**src/rtl/time_align_pkg.sv**
```systemverilog
// ---------------------------------------------------------------------------
// time_align_pkg
//
// Shared definitions for the N-stage time aligner:
//   ta_state_e    - priming FSM states (fill the delay lines, then run)
//   data_w()      - width of the aligned output word
//   fill_w()      - width of the priming fill counter
//   TA_MAX_STAGES - largest supported slice count
// ---------------------------------------------------------------------------
package time_align_pkg;

    localparam int TA_MAX_STAGES = 16;

    typedef enum logic {
        TA_FILL = 1'b0,
        TA_RUN  = 1'b1
    } ta_state_e;

    function automatic int data_w(input int stages, input int slice_w);
        return stages * slice_w;
    endfunction

    // The fill counter must reach stages-1, which fits in $clog2(stages) bits.
    function automatic int fill_w(input int stages);
        return $clog2(stages);
    endfunction

endpackage

```
**src/rtl/time_align_nstage_delay.sv**
```systemverilog
// ---------------------------------------------------------------------------
// ta_delay_line
//
// Fixed-depth shift register used for one slice or for the valid bit.
// DEPTH=0 degenerates to a plain wire so the caller can feed the shared
// output register directly.
//
// Ports:
//   clk_i    clock, posedge
//   reset_i  synchronous active-low reset, clears every stage
//   ce_i     clock enable, low holds every stage
//   clr_i    synchronous clear, overrides ce_i
//   d_i      input word
//   q_o      word delayed by DEPTH enabled cycles
// ---------------------------------------------------------------------------
module ta_delay_line #(
    parameter int DEPTH = 1,
    parameter int WIDTH = 1
) (
    input  logic             clk_i,
    input  logic             reset_i,
    input  logic             ce_i,
    input  logic             clr_i,
    input  logic [WIDTH-1:0] d_i,
    output logic [WIDTH-1:0] q_o
);

    if (DEPTH == 0) begin : g_wire
        assign q_o = d_i;

        // Control inputs have no function for a zero-depth line.
        logic unused_ctrl;
        assign unused_ctrl = ^{clk_i, reset_i, ce_i, clr_i};
    end else begin : g_regs
        logic [WIDTH-1:0] stage_q [DEPTH];

        // NOTE: every stage is cleared on reset/flush, not just the last one;
        // stale data left in the middle of the chain would otherwise resurface
        // as a sample that was never sent after the clear.
        always_ff @(posedge clk_i) begin
            if (!reset_i || clr_i) begin
                for (int i = 0; i < DEPTH; i++) begin
                    stage_q[i] <= '0;
                end
            end else if (ce_i) begin
                // NOTE: non-blocking assignments let every stage read the old
                // value of its neighbour, so the chain shifts by exactly one.
                stage_q[0] <= d_i;
                for (int i = 1; i < DEPTH; i++) begin
                    stage_q[i] <= stage_q[i-1];
                end
            end
        end

        assign q_o = stage_q[DEPTH-1];
    end

endmodule

```
**src/rtl/time_align_nstage.sv**
```systemverilog
// ---------------------------------------------------------------------------
// time_align_nstage
//
// Realigns a sample delivered as NUM_STAGES staggered slices (slice 0 first,
// slice k k cycles later) into one output word. Slice k is delayed by
// NUM_STAGES-1-k registers and then captured, together with all other
// slices, into the shared output register. A valid bit rides alongside
// slice 0. A priming FSM reports when the delay lines have been filled, and
// a saturating counter tallies the aligned words.
//
// Ports:
//   clk_i       clock, posedge
//   reset_i     synchronous active-low reset (highest priority)
//   ce_i        clock enable, low holds every register
//   flush_i     synchronous clear of in-flight data, valids, FSM and counter
//   valid_i     slice 0 of a real sample is on slice_i this cycle
//   slice_i     staggered slices, slice 0 in the MSBs
//   dout_o      aligned word {slice0, ..., sliceN-1}
//   valid_o     dout_o holds a complete sample
//   primed_o    delay lines filled since the last reset or flush
//   word_cnt_o  saturating count of valid_o words
// ---------------------------------------------------------------------------
module time_align_nstage
    import time_align_pkg::*;
#(
    parameter int NUM_STAGES = 2,
    parameter int SLICE_W    = 3,
    parameter int CNT_W      = 16
) (
    input  logic                          clk_i,
    input  logic                          reset_i,
    input  logic                          ce_i,
    input  logic                          flush_i,
    input  logic                          valid_i,
    input  logic [NUM_STAGES*SLICE_W-1:0] slice_i,
    output logic [NUM_STAGES*SLICE_W-1:0] dout_o,
    output logic                          valid_o,
    output logic                          primed_o,
    output logic [CNT_W-1:0]              word_cnt_o
);

    localparam int DATA_W = data_w(NUM_STAGES, SLICE_W);
    localparam int FILL_W = fill_w(NUM_STAGES);

    logic [SLICE_W-1:0] aligned [NUM_STAGES];
    logic [DATA_W-1:0]  aligned_word;
    logic               vld_aligned;

    // Triangular delay structure: early slices wait longer.
    for (genvar k = 0; k < NUM_STAGES; k++) begin : g_slice
        ta_delay_line #(
            .DEPTH(NUM_STAGES - 1 - k),
            .WIDTH(SLICE_W)
        ) u_dl (
            .clk_i  (clk_i),
            .reset_i(reset_i),
            .ce_i   (ce_i),
            .clr_i  (flush_i),
            .d_i    (slice_i[(NUM_STAGES-k)*SLICE_W-1 -: SLICE_W]),
            .q_o    (aligned[k])
        );
    end

    // The valid bit matches slice 0's delay so it lands with the full word.
    ta_delay_line #(
        .DEPTH(NUM_STAGES - 1),
        .WIDTH(1)
    ) u_vld (
        .clk_i  (clk_i),
        .reset_i(reset_i),
        .ce_i   (ce_i),
        .clr_i  (flush_i),
        .d_i    (valid_i),
        .q_o    (vld_aligned)
    );

    // NOTE: the default assignment before the loop keeps this purely
    // combinational; without it a tool may infer a latch on any bit the
    // loop does not reach.
    always_comb begin
        aligned_word = '0;
        for (int k = 0; k < NUM_STAGES; k++) begin
            aligned_word[(NUM_STAGES-k)*SLICE_W-1 -: SLICE_W] = aligned[k];
        end
    end

    // Shared output register and aligned-word counter. dout_o follows the
    // chains every enabled cycle; consumers qualify it with valid_o.
    always_ff @(posedge clk_i) begin
        if (!reset_i || flush_i) begin
            dout_o     <= '0;
            valid_o    <= 1'b0;
            word_cnt_o <= '0;
        end else if (ce_i) begin
            dout_o  <= aligned_word;
            valid_o <= vld_aligned;
            if (vld_aligned && (word_cnt_o != '1)) begin
                word_cnt_o <= word_cnt_o + 1'b1;
            end
        end
    end

    // Priming FSM: count enabled edges until every chain has been refilled.
    ta_state_e         state_q;
    logic [FILL_W-1:0] fill_cnt_q;

    always_ff @(posedge clk_i) begin
        if (!reset_i || flush_i) begin
            state_q    <= TA_FILL;
            fill_cnt_q <= '0;
            primed_o   <= 1'b0;
        end else if (ce_i) begin
            case (state_q)
                TA_FILL: begin
                    // Current count is one short of NUM_STAGES-1: this edge fills.
                    if (fill_cnt_q == FILL_W'(NUM_STAGES - 2)) begin
                        state_q    <= TA_RUN;
                        fill_cnt_q <= FILL_W'(NUM_STAGES - 1);
                        primed_o   <= 1'b1;
                    end else begin
                        fill_cnt_q <= fill_cnt_q + 1'b1;
                    end
                end
                TA_RUN: begin
                    state_q <= TA_RUN;
                end
                default: begin
                    state_q    <= TA_FILL;
                    fill_cnt_q <= '0;
                    primed_o   <= 1'b0;
                end
            endcase
        end
    end

endmodule
```
**config.mk**
```make
export PLATFORM = sky130hd
export DESIGN_NAME = time_align_nstage
export DESIGN_NICKNAME = d
export VERILOG_FILES = /design/src/rtl/time_align_pkg.sv /design/src/rtl/time_align_nstage_delay.sv /design/src/rtl/time_align_nstage.sv
export SDC_FILE = /design/constraint.sdc
export NUM_CORES = 1
export LEC_CHECK = 0
export CORE_MARGIN = 2
export CORE_UTILIZATION = 40
export DETAILED_ROUTE_END_ITERATION = 12
export HOLD_SLACK_MARGIN = 0.1
export PLACE_DENSITY_LB_ADDON = 0.1
export SETUP_SLACK_MARGIN = 0.4
export SYNTH_ARGS = -nofsm -noshare
export SYNTH_HDL_FRONTEND = slang
export SYNTH_SLANG_ARGS = --single-unit
```
**constraint.sdc**
```tcl
create_clock -name clk_i -period 1.9 [get_ports clk_i]
set_input_delay 0.38 -clock clk_i [delete_from_list [all_inputs] [get_ports clk_i]]
set_output_delay 0.38 -clock clk_i [all_outputs]
set_load 0.05 [all_outputs]
```
==> results.sh <==
export IMPL_path_clk_slew_ns=0.10
export IMPL_gp_congestion=0.784
export IMPL_crit_family="simple AND/OR/NAND/NOR gates"
export IMPL_pre_cts_slack_ns=-0.0619
export IMPL_cts_sinks=30
export IMPL_endpoint_kind="flop"
export IMPL_avgSynthCellArea_um2=9.14
export IMPL_fmax_ghz=0.636
export IMPL_start_util=0.414
export IMPL_most_common_layout_cells="buf_4, nor2_1, dfxtp_4"
export IMPL_rsz0062_at_grt="true"
export IMPL_critPathKind="reg -> reg"
export IMPL_fp_row_count=21
export IMPL_arrival_ns=1.83
export IMPL_cts_tree="built"
export IMPL_finalSetupTns_ns=0
export IMPL_tightest_slew_ns=0.402
export IMPL_synth_nets=162
export IMPL_vdd_drop_max_mv=0.408
export IMPL_drive_above_1_share=0.400
export IMPL_clk_latency_ns=0.33
export IMPL_gr_total_overflow=0
export IMPL_hold_path_class="reg -> reg"
export IMPL_ys_ff_latch=30
export IMPL_slew_headroom=0.730
export IMPL_syn_inst=150
export IMPL_viasPerCell=5.55
export IMPL_synth_flop_cell="dfxtp_1"
export IMPL_fin_ws_ns=0.327
export IMPL_slew_viol_final=0
export IMPL_cp_cell_sequence="ha_4, and4_4, nand3_4, or4_4, a21oi_2"
export IMPL_via_count=1366
export IMPL_grt_max_degree=17
export IMPL_track_usage=0.179
export IMPL_powerDensity_nw_per_um2=695
export IMPL_status="completed"
export IMPL_hpwl_mm=2.36
export IMPL_cp_max_fo=6
export IMPL_cts_buffer_depth=2
export IMPL_skew_ns=0.0127
export IMPL_setup_viol=0
export IMPL_h_tree_depth=2
export IMPL_layout_commonest_cell="buf_4"
export IMPL_syn_area_um2=1370
export IMPL_clock_root_buffer="clkbuf_4"
export IMPL_crit_slowest_cell="or4_4"
export IMPL_dr_first_iter_drc_count=67
export IMPL_fin_nets=211
export IMPL_worst_setup_path_start_kind="flop"
export IMPL_finalCriticalPeriod_ns=1.57
export IMPL_utilization=0.617
export IMPL_area_growth_pct=49.0
export IMPL_required_ns=2.16
export IMPL_core_um2=3310
export IMPL_finalCritPeriodShare=0.828
export IMPL_p_leak_nw=0.765
export IMPL_hold_slack_ns=0.478
export IMPL_yosys_warnings=0
export IMPL_ant_nets=0
export IMPL_synthArstFlopShare=0
export IMPL_dieHeight_um=62.6
export IMPL_io_pins=35
export IMPL_dieArea_um2=3910
export IMPL_die_w_um=62.6
export IMPL_wl_per_cell_um=14.3
export IMPL_grt_first_pass_wirelength_mm=5.66
export IMPL_n_antenna_cell=0
export IMPL_drt_pass1_iterations=4
export IMPL_critPathMaxStageDelay_ns=0.50
export IMPL_max_cap_violations=0
export IMPL_finalPower_mw=1.42
export IMPL_grt_antenna_before_repair=0
export IMPL_crit_buf_inv=0
export IMPL_cts_buffers=5
export IMPL_port_buffers=34
export IMPL_synth_edf_count=4
export IMPL_drt_total_wl_mm=3.51
export IMPL_synth_cell_types=32
export IMPL_hold_violations=0
export IMPL_drcViolationCount=0
export IMPL_grt_pass1_vias=1233
export IMPL_ys_seq_area_frac=0.467
[through the flow]
stage          std cells  instance area, um2
2_1_floorplan        150                1450
3_3_place_gp         232                1840
3_5_place_dp         232                1840
4_1_cts              243                1990
5_1_grt              246                2040
6_report             246                2040
[kinds of logic after synthesis]
| kind of cell | share of synthesized area |
|---|---|
| simple gates | 0.290 |
| flops | 0.467 |
| compound gates | 0.147 |
| mux | 0.0438 |
| buf+inv | 0.0429 |
| fa+ha+maj | 0.00912 |
[report_power, final]
part | leakage (nW) | switching, mW | internal [mW]
Combinational | 0.439 | 0.0563 | 0.0481
Clock | 0.0585 | 0.225 | 0.446
Sequential | 0.268 | 0.00579 | 0.639
Total | 0.765 | 0.287 | 1.13
[final cells by class]
cell class                 instances  area, um2
clock buffer                       6       51.3
sequential                        30        688
inverter                           5       18.8
fill                             297       1270
tap                               46       57.6
timing repair buffer              51        435
clock inverter                     2       60.1
multi-input combinational        106        732
[cells in the mapped netlist (2+ instances only)]
cell,instances,area share
nand2b_1,3,0.014
o31ai_1,4,0.022
o41ai_1,2,0.013
nor2_1,12,0.033
o21ai_0,2,0.0073
dfxtp_1,26,0.38
nand3_1,5,0.018
a21oi_1,11,0.040
clkbuf_1,6,0.016
inv_1,5,0.014
a211oi_1,3,0.016
mux2i_1,6,0.044
or4_1,7,0.038
and4_4,3,0.025
nor3_1,3,0.011
and3_1,6,0.027
edfxtp_1,4,0.088
and2_1,2,0.0091
nand2_1,9,0.025
o211ai_1,4,0.022
buf_2,2,0.0073
o21ai_1,4,0.015
nor4_1,2,0.0091
or3_1,4,0.018
nand4_1,8,0.036
[sequential cells by signal (all words and copies together) (netlist names)]
name and cells:
dout_o 6, fill_cnt_q 1, g_slice.u_dl.g_regs.stage_q 3, primed_o 1, state_q 1, u_vld.g_regs.stage_q 1, valid_o 1, word_cnt_o 16
[routing by layer]
layer | track usage | up-vias | wire length [um]
met1 | 0.233 | 669 | 1640
met2 | 0.281 | 28 | 1710
met4 | 0.0667 | 0 | 24
met5 | 0 | - | 0
met3 | 0.0541 | 2 | 135
li1 | - | 667 | -
[tightest hold or removal path, cell delays in order, from the launching register on]
cell,delay [ns]
dfxtp_1,0.32
nand2b_1,0.06
a21oi_1,0.06
[final timing paths]
path	from	to	slack (ns)	cells after the start
worst max-delay path	word_cnt_o[1]	word_cnt_o[14]	0.33	5
worst min-delay path	valid_o	valid_o	0.48	2
worst max register to register	word_cnt_o[1]	word_cnt_o[14]	0.33	5
worst min register to register	valid_o	valid_o	0.48	2
[repair_timing]
item | 4_1_cts | 5_1_grt
setup buffers | 3 | 3
gates resized for setup | 33 | 13
hold endpoints to repair | 0 | 0
pin swaps | 3 | 7
cloned | 0 | 0
setup endpoints to repair | 21 | 14
hold buffers | 0 | 0
(Power assumes the default switching activity.)
